[src/rtl/tia_horizontal_decoder_pkg.sv]
// Shared constants for the TIA horizontal decoder: LFSR sequence, decode states, line timing.
// Decode constants are derived from the same 6-bit XNOR LFSR that drives the line counter.
package tia_horizontal_pkg;

    localparam int unsigned LINE_TICKS    = 57;
    localparam int unsigned CLKS_PER_TICK = 4;

    localparam int unsigned K_SHS  = 4;
    localparam int unsigned K_RHS  = 8;
    localparam int unsigned K_RCB  = 12;
    localparam int unsigned K_RHB  = 16;
    localparam int unsigned K_LRHB = 18;
    localparam int unsigned K_CNT  = 36;

    // Taps 6,5 with XNOR feedback; reset state 000000, all-ones is the lockup state.
    function automatic logic [5:0] lfsr_step(input logic [5:0] s);
        return {s[4:0], ~(s[5] ^ s[4])};
    endfunction

    function automatic logic [5:0] lfsr_at(input int unsigned k);
        logic [5:0] s;
        s = '0;
        for (int unsigned i = 0; i < k; i++) begin
            s = lfsr_step(s);
        end
        return s;
    endfunction

    localparam logic [5:0] HD_SHS  = lfsr_at(K_SHS);
    localparam logic [5:0] HD_RHS  = lfsr_at(K_RHS);
    localparam logic [5:0] HD_RCB  = lfsr_at(K_RCB);
    localparam logic [5:0] HD_RHB  = lfsr_at(K_RHB);
    localparam logic [5:0] HD_LRHB = lfsr_at(K_LRHB);
    localparam logic [5:0] HD_CNT  = lfsr_at(K_CNT);

    typedef struct packed {
        logic shs;
        logic rhs;
        logic rcb;
        logic rhb;
        logic lrhb;
        logic cnt;
    } hdec_events_t;

endpackage

[src/rtl/tia_horizontal_decoder_if.sv]
// Horizontal timing bus: LFSR tick/state and CPU strobes in, decoded line timing out.
interface tia_horizontal_decoder_if;

    logic       hphi_tick;
    logic [5:0] lfsr;
    logic       shb;
    logic       hmove;
    logic       wsync;

    logic       hsync;
    logic       hblank;
    logic       cburst;
    logic       center;
    logic       rdy;
    logic       line_start;

    modport master (
        output hphi_tick, lfsr, shb, hmove, wsync,
        input  hsync, hblank, cburst, center, rdy, line_start
    );

    modport slave (
        input  hphi_tick, lfsr, shb, hmove, wsync,
        output hsync, hblank, cburst, center, rdy, line_start
    );

endinterface

[src/rtl/tia_horizontal_match.sv]
// Combinational LFSR-state matcher: flags which horizontal decode event the current state hits.
module tia_horizontal_match
    import tia_horizontal_pkg::*;
(
    input  logic [5:0]   lfsr,
    output hdec_events_t events
);

    always_comb begin
        events      = '0;
        events.shs  = (lfsr == HD_SHS);
        events.rhs  = (lfsr == HD_RHS);
        events.rcb  = (lfsr == HD_RCB);
        events.rhb  = (lfsr == HD_RHB);
        events.lrhb = (lfsr == HD_LRHB);
        events.cnt  = (lfsr == HD_CNT);
    end

endmodule

[src/rtl/tia_horizontal_decoder.sv]
// TIA horizontal decoder: turns LFSR ticks into registered sync/blank/burst/centre timing,
// plus the HMOVE blank-extension latch and WSYNC-driven CPU ready.
module tia_horizontal_decoder
    import tia_horizontal_pkg::*;
#(
    parameter bit HMOVE_EXTEND = 1'b1
)
(
    input logic                     clk,
    input logic                     reset,
    tia_horizontal_decoder_if.slave bus
);

    hdec_events_t ev;
    logic         hmove_latch;
    logic         tick;
    logic         wrap;
    logic         hb_clear;

    tia_horizontal_match u_match (
        .lfsr   (bus.lfsr),
        .events (ev)
    );

    always_comb begin
        tick     = bus.hphi_tick;
        wrap     = bus.hphi_tick & bus.shb;
        hb_clear = '0;
        if (tick) begin
            hb_clear = (HMOVE_EXTEND && hmove_latch) ? ev.lrhb : ev.rhb;
        end
    end

    always_ff @(posedge clk) begin
        if (reset) begin
            bus.hblank     <= 1'b1;
            bus.hsync      <= 1'b0;
            bus.cburst     <= 1'b0;
            bus.center     <= 1'b0;
            bus.rdy        <= 1'b1;
            bus.line_start <= 1'b0;
            hmove_latch    <= 1'b0;
        end else begin
            bus.line_start <= wrap;

            // A new HMOVE on the clearing tick wins, so the extension carries into the next line.
            if (bus.hmove) begin
                hmove_latch <= 1'b1;
            end else if (hb_clear) begin
                hmove_latch <= 1'b0;
            end

            if (wrap) begin
                bus.rdy <= ~bus.wsync;
            end else if (bus.wsync) begin
                bus.rdy <= 1'b0;
            end

            if (tick) begin
                if (wrap) begin
                    bus.hblank <= 1'b1;
                end else if (hb_clear) begin
                    bus.hblank <= 1'b0;
                end

                if (ev.shs) begin
                    bus.hsync <= 1'b1;
                end else if (ev.rhs) begin
                    bus.hsync <= 1'b0;
                end

                if (ev.rhs) begin
                    bus.cburst <= 1'b1;
                end else if (ev.rcb) begin
                    bus.cburst <= 1'b0;
                end

                if (wrap) begin
                    bus.center <= 1'b0;
                end else if (ev.cnt) begin
                    bus.center <= 1'b1;
                end
            end
        end
    end

endmodule

[src/flat_wrapper.sv]
// flat-port wrapper written by rule: the top's interface ports become plain ports
module tia_horizontal_decoder_flat import tia_horizontal_pkg::*;
#(
    parameter bit HMOVE_EXTEND = 1'b1
)
  (clk, reset, bus_hphi_tick, bus_lfsr, bus_shb, bus_hmove, bus_wsync, bus_hsync, bus_hblank, bus_cburst, bus_center, bus_rdy, bus_line_start);
  tia_horizontal_decoder_if bus_i ();
  input logic clk;
  input logic reset;
  input wire logic [$bits(bus_i.hphi_tick)-1:0] bus_hphi_tick;
  input wire logic [$bits(bus_i.lfsr)-1:0] bus_lfsr;
  input wire logic [$bits(bus_i.shb)-1:0] bus_shb;
  input wire logic [$bits(bus_i.hmove)-1:0] bus_hmove;
  input wire logic [$bits(bus_i.wsync)-1:0] bus_wsync;
  output wire logic [$bits(bus_i.hsync)-1:0] bus_hsync;
  output wire logic [$bits(bus_i.hblank)-1:0] bus_hblank;
  output wire logic [$bits(bus_i.cburst)-1:0] bus_cburst;
  output wire logic [$bits(bus_i.center)-1:0] bus_center;
  output wire logic [$bits(bus_i.rdy)-1:0] bus_rdy;
  output wire logic [$bits(bus_i.line_start)-1:0] bus_line_start;
  assign bus_i.hphi_tick = bus_hphi_tick;
  assign bus_i.lfsr = bus_lfsr;
  assign bus_i.shb = bus_shb;
  assign bus_i.hmove = bus_hmove;
  assign bus_i.wsync = bus_wsync;
  assign bus_hsync = bus_i.hsync;
  assign bus_hblank = bus_i.hblank;
  assign bus_cburst = bus_i.cburst;
  assign bus_center = bus_i.center;
  assign bus_rdy = bus_i.rdy;
  assign bus_line_start = bus_i.line_start;
  tia_horizontal_decoder #(.HMOVE_EXTEND(HMOVE_EXTEND)) u_core (.clk(clk), .reset(reset), .bus(bus_i));
endmodule
[config.mk]
export PLATFORM = sky130hd
export DESIGN_NAME = tia_horizontal_decoder_flat
export DESIGN_NICKNAME = d
export VERILOG_FILES = /design/src/rtl/tia_horizontal_decoder_pkg.sv /design/src/rtl/tia_horizontal_decoder_if.sv /design/src/rtl/tia_horizontal_match.sv /design/src/rtl/tia_horizontal_decoder.sv /design/src/flat_wrapper.sv
export SDC_FILE = /design/constraint.sdc
export NUM_CORES = 1
export LEC_CHECK = 0
export CAP_MARGIN = 5
export CORE_AREA = 2 2 39 41
export DETAILED_ROUTE_END_ITERATION = 8
export DIE_AREA = 0 0 41 43
export GPL_ROUTABILITY_DRIVEN = 0
export GPL_TIMING_DRIVEN = 0
export HOLD_SLACK_MARGIN = 0.1
export SETUP_SLACK_MARGIN = 0.05
export SYNTH_ARGS = -nofsm -noshare
export SYNTH_HDL_FRONTEND = slang
export SYNTH_SLANG_ARGS = --single-unit
export TNS_END_PERCENT = 20
[constraint.sdc]
create_clock -name clk -period 1.1 [get_ports clk]
set_input_delay 0.22 -clock clk [delete_from_list [all_inputs] [get_ports clk]]
set_output_delay 0.22 -clock clk [all_outputs]
set_load 0.1 [all_outputs]
==> impl_metrics.env, run 1 <==
export IMPL_setup_violations=0
export IMPL_core_area_um2=1380
export IMPL_syn_nets=46
export IMPL_final_layout_size_suffix_gt1_share_pct=30.4
export IMPL_cap_violations=0
export IMPL_outcome="completed"
export IMPL_wl_per_cell_um=12.9
export IMPL_vias=363
export IMPL_clockRootBuffer="clkbuf_4"
export IMPL_synth_area_leaders="dfxtp_1 45%, nor2_1 7.2%, nand4b_1 5.6%, a21oi_1 4.8%, nand4_2 4.0%"
export IMPL_stdcell_area_um2=556
export IMPL_fmax_mhz=914
export IMPL_synth_compound_area_share_pct=18.7
export IMPL_hold_violations=0
export IMPL_synth_edff_count=0
export IMPL_grt_pass1_wl_um=1430
export IMPL_cts_inserted_buffers=3
export IMPL_preCtsSetupSlack_ns=-0.631
export IMPL_ios=18
export IMPL_hold_buffers=0
export IMPL_vdd_drop_max_uv=548
export IMPL_hold_class="input port to register"
export IMPL_synth_top_flop_cell="dfxtp_1"
export IMPL_arrival_ns=1.27
export IMPL_synthDistinctLibCells=20
export IMPL_critical_path_top_delay_family="simple AND/OR/NAND/NOR gates"
export IMPL_finClkSkew_ns=0.0000948
export IMPL_slowest_delay_ns=0.50
export IMPL_syn_inst=34
export IMPL_dp_hpwl_um=678
export IMPL_antenna_cells=0
export IMPL_track_usage_pct=12.0
export IMPL_die_area_um2=1760
export IMPL_drtAntennaViolNets=0
export IMPL_die_w_um=41
export IMPL_die_h_um=43
export IMPL_synth_top_family_by_area="simple AND/OR/NAND/NOR gates"
export IMPL_path_cells="dlygate4sd2_1, nand4_2, or4b_1, a21oi_1"
export IMPL_synthAdderAreaFrac_pct=0
export IMPL_fin_cells=72
export IMPL_async_flop_share_pct=0
export IMPL_holdWs_ns=0.404
export IMPL_ys_seq_elements=7
export IMPL_grt_max_degree=9
export IMPL_fin_nets=69
export IMPL_crit_buf_inv=1
export IMPL_yosys_warnings=0
export IMPL_overflow=0
export IMPL_numClockSinks=7
export IMPL_power_leakage_nw=0.226
export IMPL_pwr_density_cell_nw_per_um2=1160
export IMPL_worst_slack_ns=0.00602
export IMPL_rsz0062_at_grt="true"
export IMPL_clock_latency_ns=0.25
export IMPL_synth_seq_area_share_pct=44.6
export IMPL_cp_slowest_cell="or4b_1"
export IMPL_crit_path_start_kind="input port"
export IMPL_synthMuxAreaShare_pct=0
export IMPL_portBuffers=17
export IMPL_min_period_ns=1.09
export IMPL_relSlewSlack_pct=82.6
export IMPL_fp_row_count=14
export IMPL_timing_setup_tns_ns=0
export IMPL_final_max_slew_viol_count=0
export IMPL_yosys_area_top_type_share_pct=44.6
export IMPL_synth_xor_area_share_pct=0
export IMPL_endpoint_kind="register"
export IMPL_ctsHtreeMaxLevel=1
export IMPL_yosysTopAreaCell="dfxtp_1"
export IMPL_crit_required_ns=1.28
export IMPL_worst_pin_slew_ns=0.258
export IMPL_antenna_found_initial=0
export IMPL_synth_area_um2=314
export IMPL_syn_to_final_growth_pct=76.9
export IMPL_critPathMaxFanout=4
export IMPL_place_inst=67
export IMPL_synth_commonest_cells="7 x dfxtp_1, 6 x nor2_1, 3 x a21oi_1"
export IMPL_drtIter0Drc=8
export IMPL_synthSimpleGateAreaFrac_pct=35.5
export IMPL_grt_pass1_vias=313
export IMPL_start_util_pct=22.7
export IMPL_cts_tree="built"
export IMPL_avgSynthCellArea_um2=9.24
export IMPL_drc=0
export IMPL_period_share_pct=99.5
export IMPL_place_area_um2=507
export IMPL_viasPerCell=5.04
export IMPL_dr_pass1_iters=2
export IMPL_clkTransAtPathRegs_ns=0.06
export IMPL_worstSetupPathType="input port to register"
export IMPL_yosysMostFrequentCell="dfxtp_1"
export IMPL_wl_um=926
export IMPL_cts_buffer_depth=2
flip-flops by register name (all words and copies together), names as in the netlist:
register,cells
u_core.hmove_latch,1
u_core.bus.rdy,1
u_core.bus.cburst,1
u_core.bus.hsync,1
u_core.bus.hblank,1
u_core.bus.center,1
u_core.bus.line_start,1
layout by cell type (no fill, tap or decap), types with 2 or more instances in the layout:
cell type,synthesis,routed
a21oi_1,3,3
buf_4,0,2
buf_6,0,4
clkbuf_4,0,3
clkdlybuf4s15_1,0,3
clkdlybuf4s50_1,0,4
dfxtp_1,7,4
dfxtp_2,0,3
dlygate4sd2_1,0,3
nand4b_1,2,2
nor2_1,6,6
what timing repair did:
item / CTS / global route
buffers inserted: 1 / 0
setup endpoints to repair: 10 / 8
pin swaps: 4 / 0
gates resized for setup: 54 / 5
power by group:
| part | switching [mW] | internal [mW] | total [mW] |
|---|---|---|---|
| Clock | 0.102 | 0.139 | 0.241 |
| Sequential | 0.00439 | 0.263 | 0.267 |
| Combinational | 0.0813 | 0.0546 | 0.136 |
| Total | 0.188 | 0.456 | 0.644 |
worst reg2reg max path: stages (launching register included):
cell     delay (ns)
dfxtp_2        0.31
or4b_4         0.46
o21ai_1        0.09
a21oi_1        0.07
area by class of cell:
type / count / area (µm²)
clock buffers: 4 / 26.3
fillers: 149 / 828
inverters: 1 / 3.75
multi-input cells: 26 / 174
flip-flops and latches: 7 / 144
well taps: 16 / 20.0
repair buffers: 18 / 188
per-layer routing:
| layer | vias up | global-route usage, % | wire [µm] |
|---|---|---|---|
| li1 | 177 | - | - |
| met1 | 177 | 17.2 | 428 |
| met2 | 9 | 15.9 | 460 |
| met3 | 0 | 4.71 | 37 |
| met4 | 0 | 4.00 | 0 |
| met5 | - | 0 | 0 |
metrics by stage:
stage / power [mW] / utilization (%)
4_1_cts: 0.654 / 39.6
3_5_place_dp: 0.406 / 36.6
2_1_floorplan: 0.336 / -
6_report: 0.644 / 40.1
5_1_grt: 0.681 / 40.1
3_3_place_gp: 0.405 / 36.6
kinds of logic (layout without fill, tap and decap cells):
group,count (synthesis),after routing
AND/OR/NAND/NOR,17,17
flip-flops,7,7
AO/OA/AOI/OAI,9,9
buffers and inverters,1,23
final timing paths:
path	startpoint	endpoint	slack, ns	cells past startpoint
worst max-delay path	bus_lfsr[3]	u_core.bus.hsync	0.006	4
worst min-delay path	bus_lfsr[0]	u_core.bus.cburst	0.40	3
worst max register to register	u_core.hmove_latch	u_core.bus.hblank	0.06	3
worst min register to register	u_core.bus.hsync	u_core.bus.hsync	0.47	2
Power figures use the tool's default switching activity.
==> inputs of run 2 (changes only) <==
--- a/config.mk
+++ b/config.mk
@@ -7,10 +7,10 @@
 export LEC_CHECK = 0
 export CAP_MARGIN = 5
 export CORE_AREA = 2 2 39 41
+export CTS_CLUSTER_SIZE = 8
 export DETAILED_ROUTE_END_ITERATION = 8
 export DIE_AREA = 0 0 41 43
 export GPL_ROUTABILITY_DRIVEN = 0
-export GPL_TIMING_DRIVEN = 0
 export HOLD_SLACK_MARGIN = 0.1
 export SETUP_SLACK_MARGIN = 0.05
 export SYNTH_ARGS = -nofsm -noshare
==> impl_metrics.env, run 2 (synthesized netlist as in run 1, its figures left out) <==
export IMPL_outcome="completed"
export IMPL_worst_pin_slew_ns=0.262
export IMPL_slowest_delay_ns=0.38
export IMPL_path_cells="buf_12"
export IMPL_fp_row_count=14
export IMPL_power_leakage_nw=0.310
export IMPL_numClockSinks=7
export IMPL_cp_slowest_cell="dfxtp_1"
export IMPL_drtAntennaViolNets=0
export IMPL_clkTransAtPathRegs_ns=0.05
export IMPL_wl_um=950
export IMPL_drtIter0Drc=7
export IMPL_die_h_um=43
export IMPL_final_cell_mix="13 x buf_4, 6 x nor2_1, 6 x buf_12, 5 x clkdlybuf4s15_1"
export IMPL_die_area_um2=1760
export IMPL_critical_path_top_delay_family="flip-flops"
export IMPL_final_common_cell="buf_4"
export IMPL_relSlewSlack_pct=82.3
export IMPL_final_layout_size_suffix_gt1_share_pct=44.3
export IMPL_place_inst=80
export IMPL_worstSetupPathType="register to output pin"
export IMPL_grt_pass1_wl_um=1520
export IMPL_multi_input_area_um2=178
export IMPL_dr_pass1_iters=4
export IMPL_antenna_found_initial=0
export IMPL_vdd_drop_max_uv=462
export IMPL_grt_max_degree=6
export IMPL_clock_latency_ns=0.25
export IMPL_worstSetupStartpoint="u_core.bus.center"
export IMPL_pwr_density_cell_nw_per_um2=956
export IMPL_finClkSkew_ns=0.00372
export IMPL_die_w_um=41
export IMPL_min_from="bus_lfsr[3]"
export IMPL_clockRootBuffer="clkbuf_4"
export IMPL_track_usage_pct=12.7
export IMPL_crit_required_ns=0.88
export IMPL_viasPerCell=4.70
export IMPL_crit_path_start_kind="register"
export IMPL_ctsHtreeMaxLevel=1
export IMPL_cts_tree="built"
export IMPL_ios=18
export IMPL_wl_per_cell_um=11.0
export IMPL_seqCellArea_um2=144
export IMPL_vias=404
export IMPL_fin_total_pwr_mw=0.688
export IMPL_setup_violations=0
export IMPL_cts_buffer_depth=2
export IMPL_place_area_um2=664
export IMPL_syn_to_final_growth_pct=129
export IMPL_cts_inserted_buffers=3
export IMPL_overflow=0
export IMPL_hold_buffers=0
export IMPL_fin_cells=86
export IMPL_dp_hpwl_um=719
export IMPL_grt_pass1_vias=373
export IMPL_endpoint_kind="output pin"
export IMPL_min_period_ns=1.04
export IMPL_period_share_pct=94.2
export IMPL_arrival_ns=0.82
export IMPL_crit_buf_inv=1
export IMPL_stdcell_area_um2=719
export IMPL_fin_nets=83
export IMPL_fmax_mhz=965
export IMPL_r2r_start="u_core.hmove_latch"
export IMPL_antenna_cells=0
export IMPL_cap_violations=0
export IMPL_timing_setup_tns_ns=0
export IMPL_drc=0
export IMPL_rsz0062_at_grt="true"
export IMPL_hold_class="input port to register"
export IMPL_core_area_um2=1380
export IMPL_fillers=129
export IMPL_final_max_slew_viol_count=0
export IMPL_start_util_pct=22.7
export IMPL_hold_violations=0
export IMPL_portBuffers=17
export IMPL_holdWs_ns=0.455
export IMPL_critPathMaxFanout=2
-- run 2: cell count changes in the layout (fill, tap and decap cells not counted), sizes merged --
cell           delta
dlygate4sd2       -1
clkdlybuf4s15     +1
buf              +14
-- run 2: metrics by stage --
| stage | worst slack (ns) | util, % |
|---|---|---|
| after floorplan | -0.123 | - |
| after global placement | -0.494 | 48.0 |
| after detailed placement | -0.495 | 48.0 |
| after CTS | 0.0237 | 51.3 |
| after global routing | 0.0350 | 52.0 |
| final | 0.0642 | 52.0 |
-- run 2: repair_timing --
item                                    CTS  global route
buffers inserted                          2             0
endpoints found under the setup margin    5             7
gates resized for setup                  13             6
pin swaps                                 4             3
-- run 2: final timing paths --
kind,end,slack [ns],depth (start not counted)
min,u_core.bus.hsync,0.46,4
max,bus_center,0.06,1
max reg2reg,u_core.bus.hblank,0.07,3
min reg2reg,u_core.bus.hsync,0.50,2
-- run 2: per-layer routing --
layer  up-vias  track usage (%)  part of all wire, %
met1       178             17.1                   48
met4         0             8.00                  2.4
met5         -                0                    0
met3         4             1.57                  4.9
met2        18             18.1                   45
li1        204                -                    -
-- run 2: area by class of cell --
| cell class | count | area share (%) |
|---|---|---|
| inverter | 1 | 0.522 |
| timing repair buffer | 32 | 48.3 |
| multi-input combinational | 26 | 24.7 |
| sequential | 7 | 20.0 |
| tap | 16 | 2.78 |
| clock buffer | 4 | 3.65 |
-- run 2: report_power, final --
part	switching, mW	internal [mW]
Sequential	0.00689	0.263
Clock	0.0940	0.138
Combinational	0.0889	0.0971
Total	0.190	0.498
==> inputs of run 3 (changes only) <==
--- a/config.mk
+++ b/config.mk
@@ -5,6 +5,7 @@
 export SDC_FILE = /design/constraint.sdc
 export NUM_CORES = 1
 export LEC_CHECK = 0
+export ABC_CLOCK_PERIOD_IN_PS = 1100
 export CAP_MARGIN = 5
 export CORE_AREA = 2 2 39 41
 export CTS_CLUSTER_SIZE = 8
==> results of run 3 <==
The final DEF is identical to that of run 2; final timing and power are the same.
